--- src/rtl/flowing_light_pkg.sv ---
// Shared opcodes and state/direction encodings for the LED bar sequencer.
// Optional PWM dimming in flowing_light_ctrl is enabled by defining LED_PWM_EN.
package flowing_light_pkg;

   localparam logic [2:0] OP_STOP       = 3'd0;
   localparam logic [2:0] OP_RUN_L      = 3'd1;
   localparam logic [2:0] OP_RUN_R      = 3'd2;
   localparam logic [2:0] OP_BOUNCE     = 3'd3;
   localparam logic [2:0] OP_SET_DIV    = 3'd4;
   localparam logic [2:0] OP_STEP       = 3'd5;
   localparam logic [2:0] OP_SET_BRIGHT = 3'd6;

   typedef enum logic [1:0] {
      ST_STOP   = 2'd0,
      ST_RUN    = 2'd1,
      ST_BOUNCE = 2'd2
   } state_t;

   typedef enum logic {
      DIR_LEFT  = 1'b0,
      DIR_RIGHT = 1'b1
   } dir_t;

endpackage

--- src/rtl/flowing_light_tick.sv ---
// Step-rate prescaler: counts 0..div while enabled and flags the terminal count.
module flowing_light_tick #(
   parameter int DIV_W = 24
) (
   input  logic             clk,
   input  logic             rst,
   input  logic [DIV_W-1:0] div,
   input  logic             clear,
   input  logic             enable,
   output logic             tick
);

   logic [DIV_W-1:0] cnt;

   assign tick = enable && (cnt == div);

   // Held at zero while disabled so a restart always begins a full period.
   always_ff @(posedge clk or negedge rst) begin
      if (!rst) begin
         cnt <= '0;
      end else if (clear || !enable || (cnt == div)) begin
         cnt <= '0;
      end else begin
         cnt <= cnt + 1'b1;
      end
   end

endmodule

--- src/rtl/flowing_light_ctrl.sv ---
// LED bar sequencer: host commands on a valid/ready port drive a one-hot pattern.
// Define LED_PWM_EN to add 16-level brightness dimming via SET_BRIGHT.
module flowing_light_ctrl
   import flowing_light_pkg::*;
#(
   parameter int               N_LED   = 4,
   parameter int               DIV_W   = 24,
   parameter logic [DIV_W-1:0] DEF_DIV = DIV_W'(24'hFFFFFF)
) (
   input  logic             clk,
   input  logic             rst,
   input  logic             cmd_valid,
   output logic             cmd_ready,
   input  logic [2:0]       cmd_op,
   input  logic [DIV_W-1:0] cmd_arg,
   output logic [N_LED-1:0] led,
   output logic             step
);

   localparam logic [N_LED-1:0] ONE = N_LED'(1);

   state_t           state, state_nxt;
   dir_t             dir, dir_nxt;
   logic [N_LED-1:0] pattern, pattern_nxt;
   logic [DIV_W-1:0] div, div_nxt;
   logic             apply;
   logic [2:0]       op;
   logic [DIV_W-1:0] arg;
   logic             accept, tick, clear, advance;

   function automatic logic [N_LED-1:0] rot_left(input logic [N_LED-1:0] p);
      return {p[N_LED-2:0], p[N_LED-1]};
   endfunction

   function automatic logic [N_LED-1:0] rot_right(input logic [N_LED-1:0] p);
      return {p[0], p[N_LED-1:1]};
   endfunction

   assign cmd_ready = !apply;
   assign accept    = cmd_valid && cmd_ready;

   flowing_light_tick #(.DIV_W(DIV_W)) u_tick (
      .clk    (clk),
      .rst    (rst),
      .div    (div),
      .clear  (clear),
      .enable (state != ST_STOP),
      .tick   (tick)
   );

   // A command being applied takes priority over a coincident prescaler tick.
   always_comb begin
      state_nxt   = state;
      dir_nxt     = dir;
      div_nxt     = div;
      pattern_nxt = pattern;
      clear       = 1'b0;
      advance     = 1'b0;
      if (apply) begin
         case (op)
            OP_STOP:       state_nxt = ST_STOP;
            OP_RUN_L:      begin state_nxt = ST_RUN; dir_nxt = DIR_LEFT;  clear = 1'b1; end
            OP_RUN_R:      begin state_nxt = ST_RUN; dir_nxt = DIR_RIGHT; clear = 1'b1; end
            OP_BOUNCE:     begin state_nxt = ST_BOUNCE; clear = 1'b1; end
            OP_SET_DIV:    begin div_nxt = arg; clear = 1'b1; end
            OP_STEP:       advance = (state == ST_STOP);
            OP_SET_BRIGHT: ;
            default:       ;
         endcase
      end else begin
         advance = tick;
      end

      if (advance) begin
         if (state == ST_BOUNCE && dir == DIR_LEFT && pattern[N_LED-1]) begin
            dir_nxt     = DIR_RIGHT;
            pattern_nxt = rot_right(pattern);
         end else if (state == ST_BOUNCE && dir == DIR_RIGHT && pattern[0]) begin
            dir_nxt     = DIR_LEFT;
            pattern_nxt = rot_left(pattern);
         end else if (dir == DIR_LEFT) begin
            pattern_nxt = rot_left(pattern);
         end else begin
            pattern_nxt = rot_right(pattern);
         end
      end

      // Recover from an upset that cleared the pattern.
      if (pattern == '0) begin
         pattern_nxt = ONE;
      end
   end

   always_ff @(posedge clk or negedge rst) begin
      if (!rst) begin
         state   <= ST_STOP;
         dir     <= DIR_LEFT;
         pattern <= ONE;
         div     <= DEF_DIV;
         apply   <= 1'b0;
         op      <= OP_STOP;
         arg     <= '0;
         step    <= 1'b0;
      end else begin
         state   <= state_nxt;
         dir     <= dir_nxt;
         pattern <= pattern_nxt;
         div     <= div_nxt;
         apply   <= accept;
         step    <= advance;
         if (accept) begin
            op  <= cmd_op;
            arg <= cmd_arg;
         end
      end
   end

`ifdef LED_PWM_EN
   logic [3:0] pwm_cnt;
   logic [3:0] bright;

   always_ff @(posedge clk or negedge rst) begin
      if (!rst) begin
         pwm_cnt <= '0;
         bright  <= 4'd15;
      end else begin
         pwm_cnt <= pwm_cnt + 1'b1;
         if (apply && op == OP_SET_BRIGHT) begin
            bright <= arg[3:0];
         end
      end
   end

   assign led = pattern & {N_LED{pwm_cnt <= bright}};
`else
   assign led = pattern;
`endif

endmodule
--- config.mk ---
export PLATFORM = sky130hd
export DESIGN_NAME = flowing_light_ctrl
export DESIGN_NICKNAME = d
export VERILOG_FILES = /design/src/rtl/flowing_light_pkg.sv /design/src/rtl/flowing_light_tick.sv /design/src/rtl/flowing_light_ctrl.sv
export SDC_FILE = /design/constraint.sdc
export NUM_CORES = 1
export LEC_CHECK = 0
export ABC_AREA = 1
export BUFFER_PORTS_ARGS = -buffer_cell sky130_fd_sc_hd__buf_4
export CORE_MARGIN = 3
export CORE_UTILIZATION = 40
export CTS_CLUSTER_SIZE = 40
export DETAILED_ROUTE_END_ITERATION = 8
export HOLD_SLACK_MARGIN = 0.05
export PLACE_DENSITY_LB_ADDON = 0.25
export SYNTH_ARGS = -nofsm -noshare
export SYNTH_HDL_FRONTEND = slang
export SYNTH_HIERARCHICAL = 1
export SYNTH_SLANG_ARGS = --single-unit
--- constraint.sdc ---
create_clock -name clk -period 1.7 [get_ports clk]
set_input_delay 0.34 -clock clk [delete_from_list [all_inputs] [get_ports clk]]
set_output_delay 0.34 -clock clk [all_outputs]
set_load 0.01 [all_outputs]
Word-level counts from Yosys, hierarchy flattened
Index checks and enable logic that the tools add are counted.
{"block": "classes", "n_addsub": 1, "eq_ne": 7, "muxes": 16, "bitwise": 1, "n_reduce_logical": 20}
{"cell": "$add A24 B1 Y24 const B", "count": 1}
{"cell": "$eq A24 B24 Y1", "count": 1}
{"cell": "$mux W24", "count": 1}
{"cell": "$mux W4", "count": 5}
{"cell": "$mux W1", "count": 8}
{"cell": "$eq A3 B2 Y1 const B", "count": 2}
{"cell": "$eq A3 B3 Y1 const B", "count": 2}
{"cell": "$logic_and A1 B1 Y1", "count": 6}
{"cell": "$pmux W2 S3", "count": 1}
{"cell": "$logic_not A4 Y1", "count": 1}
{"cell": "$reduce_and A2 Y1", "count": 2}
{"cell": "$reduce_bool A2 Y1", "count": 2}
{"cell": "$reduce_or A4 Y1", "count": 1}
{"cell": "$eq A3 B1 Y1 const B", "count": 1}
{"cell": "$logic_not A3 Y1", "count": 1}
{"cell": "$reduce_bool A3 Y1", "count": 1}
{"cell": "$eq A2 B2 Y1 const B", "count": 1}
{"cell": "$logic_not A1 Y1", "count": 2}
{"cell": "$logic_not A2 Y1", "count": 1}
{"cell": "$logic_or A1 B1 Y1", "count": 2}
{"cell": "$pmux W1 S2", "count": 1}
{"cell": "$reduce_or A2 Y1", "count": 1}
{"cell": "$not A1 Y1", "count": 1}
{"block": "totals", "register_bits": 84, "inputBits": 30, "wordCells": 54}

Logic depth before layout (Yosys ltp)
{"block": "depth", "word_depth": 7, "depth_mapped": 13, "mapped_depth_nobuf": 13}

By module
Netlist, hierarchy kept.
{"mod": "flowing_light_ctrl", "n_inst": 1, "cells_per_inst": 264, "area_per_inst_um2": 2484.9}
{"mod": "flowing_light_tick", "n_inst": 1, "cells_per_inst": 283, "area_per_inst_um2": 1828.0}

Worst setup path before layout
Ideal clock, no wire load.
{"block": "synth_timing", "path_type": "register to register", "start": "reg div[10]", "end": "reg pattern[3] (netlist: led[3])", "arrival_ns": 1.439, "slack_ns": 0.144, "stages_incl_launch_ff": 14, "n_path_buf": 0, "period_less_slack_ns": 1.556, "path_cell_list": "dfstp_2 inv_1 nand2_1 nand2_1 nor2_1 nand2_1 nor2_1 nand3_2 nor2_1 nand2_1 nand2_2 inv_1 nand2_1 nand2_1"}
{"block": "synth_between", "elab_chain_cells": 4}
{"item": "start: declaration", "line": "flowing_light_ctrl.sv:25", "text": "logic [DIV_W-1:0] div, div_nxt;"}
{"item": "start signal: assignment", "line": "flowing_light_ctrl.sv:108", "text": "div <= div_nxt;"}
{"item": "$eq A24 B24 Y1", "line": "flowing_light_tick.sv:15", "text": "assign tick = enable && (cnt == div);"}
{"item": "$logic_and A1 B1 Y1", "line": "flowing_light_tick.sv:15"}
{"item": "named net tick", "line": "flowing_light_ctrl.sv:29", "text": "logic accept, tick, clear, advance;"}
{"item": "$mux W1", "line": "flowing_light_ctrl.sv:59", "text": "if (apply) begin"}
{"item": "named net advance", "line": "flowing_light_ctrl.sv:29"}
{"item": "$reduce_bool A2 Y1 (no source line)"}
{"item": "end signal: assignment", "line": "flowing_light_ctrl.sv:107", "text": "pattern <= pattern_nxt;"}
{"item": "end: declaration", "line": "flowing_light_ctrl.sv:24", "text": "logic [N_LED-1:0] pattern, pattern_nxt;"}
The timed path passes the listed nets, and every way through them passes these cells.
A chain may end at the register's enable or synchronous reset.

Worst setup path after layout
{"block": "layout_timing", "start": "reg div[21]", "end": "reg dir"}
{"block": "layout_between", "elab_chain_cells": 4}
{"item": "$eq A24 B24 Y1", "line": "flowing_light_tick.sv:15"}
{"item": "$logic_and A1 B1 Y1", "line": "flowing_light_tick.sv:15"}
{"item": "named net tick", "line": "flowing_light_ctrl.sv:29"}
{"item": "$mux W1", "line": "flowing_light_ctrl.sv:59"}
{"item": "named net advance", "line": "flowing_light_ctrl.sv:29"}
{"item": "$mux W1", "line": "flowing_light_ctrl.sv:74", "text": "if (advance) begin"}
{"item": "named net dir_nxt", "line": "flowing_light_ctrl.sv:23", "text": "dir_t dir, dir_nxt;"}
{"item": "end signal: assignment", "line": "flowing_light_ctrl.sv:106", "text": "dir <= dir_nxt;"}
{"item": "end: declaration", "line": "flowing_light_ctrl.sv:23"}
The timed path passes the listed nets, and every way through them passes these cells.

==> run metrics <==
worst slew pin tran 0.441 ns; clk buf depth 2; TritonCTS clock tree built; num ports 36; total clock sinks 84; Root Buffer clkbuf_8; GRT Residual Overflow 0; fin crit period 1.70 ns; number of DRC markers in iteration 0 204; Slew HR 70.6%; async set-reset flop share out of synthesis 100%; gp weighted congestion 0.862; vias per cell 4.57; cell area power density 1270 nW/um2; DR pass1 iterations 4; Core ar. 10400 um2; max-cap viol count 0; cell row count 37; final net count 666; Post-Syn Area 4310 um2; top cells by area, synth dfrtp_1, nand2_1, dfstp_2; Setup crit end kind flop; post-synthesis net count 578; n_diodes 0; clock latency at the later pin of the worst-skew pair 0.36 ns; Seq/Total Area, Yosys 49.5%; crit share post-route 100%; Max Slew Vio Count 0; maximum vdd ir drop 553 uV; FF+latch count, synth 84; critical path startpoint category flop; HP Class input pin to flop; Syn. warnings 6; # fillers 996; worst setup path startpoint div[21]$_DFFE_PN1P_; share of layout cells above drive strength 1 27.5%; Antenna Violating Nets Remaining 0; Seq. cell area 2130 um2; Final Skew 0.0107 ns; status finished with violations; vias in the first global route 3418; syn avg cell area 7.88 um2; Num CTS Buffers 9; commonest non-fill, non-tap cell in the layout nand2_1; critical path required time 1.95 ns; Synth top area share 34.2%; most frequent cells in the layout nand2_1, buf_4, inv_1; first-pass GRT wire length 15700 um; Post-Syn Instances 547; initial antenna violation count 0; Initial Util 41.4%; DIE HEIGHT 110 um; Clock transition at path regs 0.09 ns; Multi-input gate area 1840 um2; EDFF count, synth 0; Detailed Route WL 9150 um; hold_sp cmd_arg[19]; most common flop cell mapped by yosys dfrtp_1; Area Growth Syn to Fin 26.1%; worst slack at placement -0.0921 ns; RSZ-0062 raised after global routing true; Residual DRC 0; GR Util All Layers 16.5%; failing checks setup timing; port bufs 35; static leakage 2.75 nW; per-cell routed wire length 11.8 um; setup ws final -0.00485 ns; area leader, netlist dfrtp_1; post-layout power 6.93 mW; Die X 110 um; die footprint 12100 um2; critical path arrival 1.96 ns; largest net degree at the start of global routing 43; Critical R2R Launch div[21]$_DFFE_PN1P_; vias after detailed routing 3549; fin area 5440 um2; Setup CP Type flop to flop; maximum clock rate 587 MHz; endpoints failing hold 0; TNS Setup -0.00504 ns; detailed placement HPWL 6780 um; Cell variety after synth 29; Max FO, Critical Path 5; CTS H-Tree Depth 3; setup violators final 3; dpl cell area 5080 um2
-- cell type report --
type                    count  share of cell area (%)
inverters                  82                    5.66
well taps                 136                    3.13
clock inverters             5                    1.98
clock buffers              11                    2.60
repair buffers             87                    13.6
multi-input cells         371                    33.8
flip-flops and latches     84                    39.2
-- cells in the mapped netlist (3+ instances only) --
| cell | count |
|---|---|
| buf_2 | 5 |
| buf_6 | 3 |
| dfrtp_1 | 59 |
| dfstp_2 | 25 |
| inv_1 | 78 |
| inv_2 | 4 |
| mux2_4 | 7 |
| nand2_1 | 191 |
| nand2_2 | 4 |
| nand2_4 | 3 |
| nand3_1 | 22 |
| nand4_1 | 7 |
| nor2_1 | 50 |
| nor2_2 | 13 |
| nor3_1 | 7 |
| o21ai_0 | 36 |
| o21ai_1 | 3 |
| xor2_1 | 15 |
-- worst max-delay path, cell delays in order, from the launching register on --
cell and delay [ns]:
dfstp_2 0.54, inv_1 0.04, nand2_1 0.05, nand2_1 0.06, nor2_2 0.11, nand2_1 0.06
nor2_2 0.15, nand3_2 0.11, nor2_2 0.12, nand2_2 0.09, nand2_4 0.12, nand2_2 0.05
nand2_1 0.06, nand2_1 0.04
-- stage by stage --
step / cells / hold slack [ns] / utilization [%]
floorplan: 547 / 0.0444 / -
global placement: 756 / 0.325 / 48.8
detailed placement: 756 / 0.330 / 48.8
CTS: 774 / 0.157 / 51.4
global route: 776 / 0.150 / 52.2
finish: 776 / 0.174 / 52.2
-- what timing repair did --
| action | in CTS | in global routing |
|---|---|---|
| cloned | 0 | 2 |
| gates resized for setup | 2 | 11 |
| setup endpoints to repair | 5 | 29 |
| buffers inserted | 1 | 0 |
| endpoints found under the hold margin | 21 | 0 |
| hold buffers | 1 | 0 |
| pin swaps | 7 | 11 |
-- cell families (layout without fill, tap and decap cells) --
kind of cell               after synthesis  after routing  share of synthesized area (%)
AOI/OAI and AO/OA                       41             41                           4.79
xor gates and xnor gates                17             17                           3.45
adders and majority gates                1              1                          0.290
buffers and inverters                   92            185                           8.79
DFF                                     84             84                           49.5
muxes                                    8              8                           2.70
and+or+nand+nor                        304            304                           30.5
-- metal layers --
| metal | wire, um | vias to the layer above | share of wire (%) | track usage [%] |
|---|---|---|---|---|
| met1 | 4440 | 1655 | 49 | 22.9 |
| met2 | 4300 | 52 | 47 | 25.3 |
| met5 | 0 | - | 0 | 0 |
| met4 | 80 | 0 | 0.87 | 6.59 |
| met3 | 327 | 8 | 3.6 | 3.23 |
| li1 | - | 1834 | - | - |
-- worst paths after layout --
kind / endpoint / slack [ns] / depth (start not counted)
min in group asynchronous: u_tick/cnt[8]$_DFF_PN0_ / 0.47 / 2
max in group asynchronous: div[0]$_DFFE_PN1P_ / 0.63 / 3
min: arg[19]$_DFFE_PN0P_ / 0.17 / 3
max: dir$_DFF_PN0_ / -0.005 / 13
min reg2reg: arg[16]$_DFFE_PN0P_ / 0.49 / 2
max reg2reg: dir$_DFF_PN0_ / -0.005 / 13
-- state kept, by name (all words and copies together) (netlist names) --
name        count
div            24
arg            24
apply           1
step            1
op              3
state           2
dir             1
u_tick/cnt     24
led             4
-- report_power, final --
part	switching (mW)	total, mW	internal [mW]
clock	0.739	1.76	1.03
combinational	1.11	2.24	1.13
sequential	0.316	2.93	2.61
total	2.17	6.93	4.76
Power figures use the tool's default switching activity.
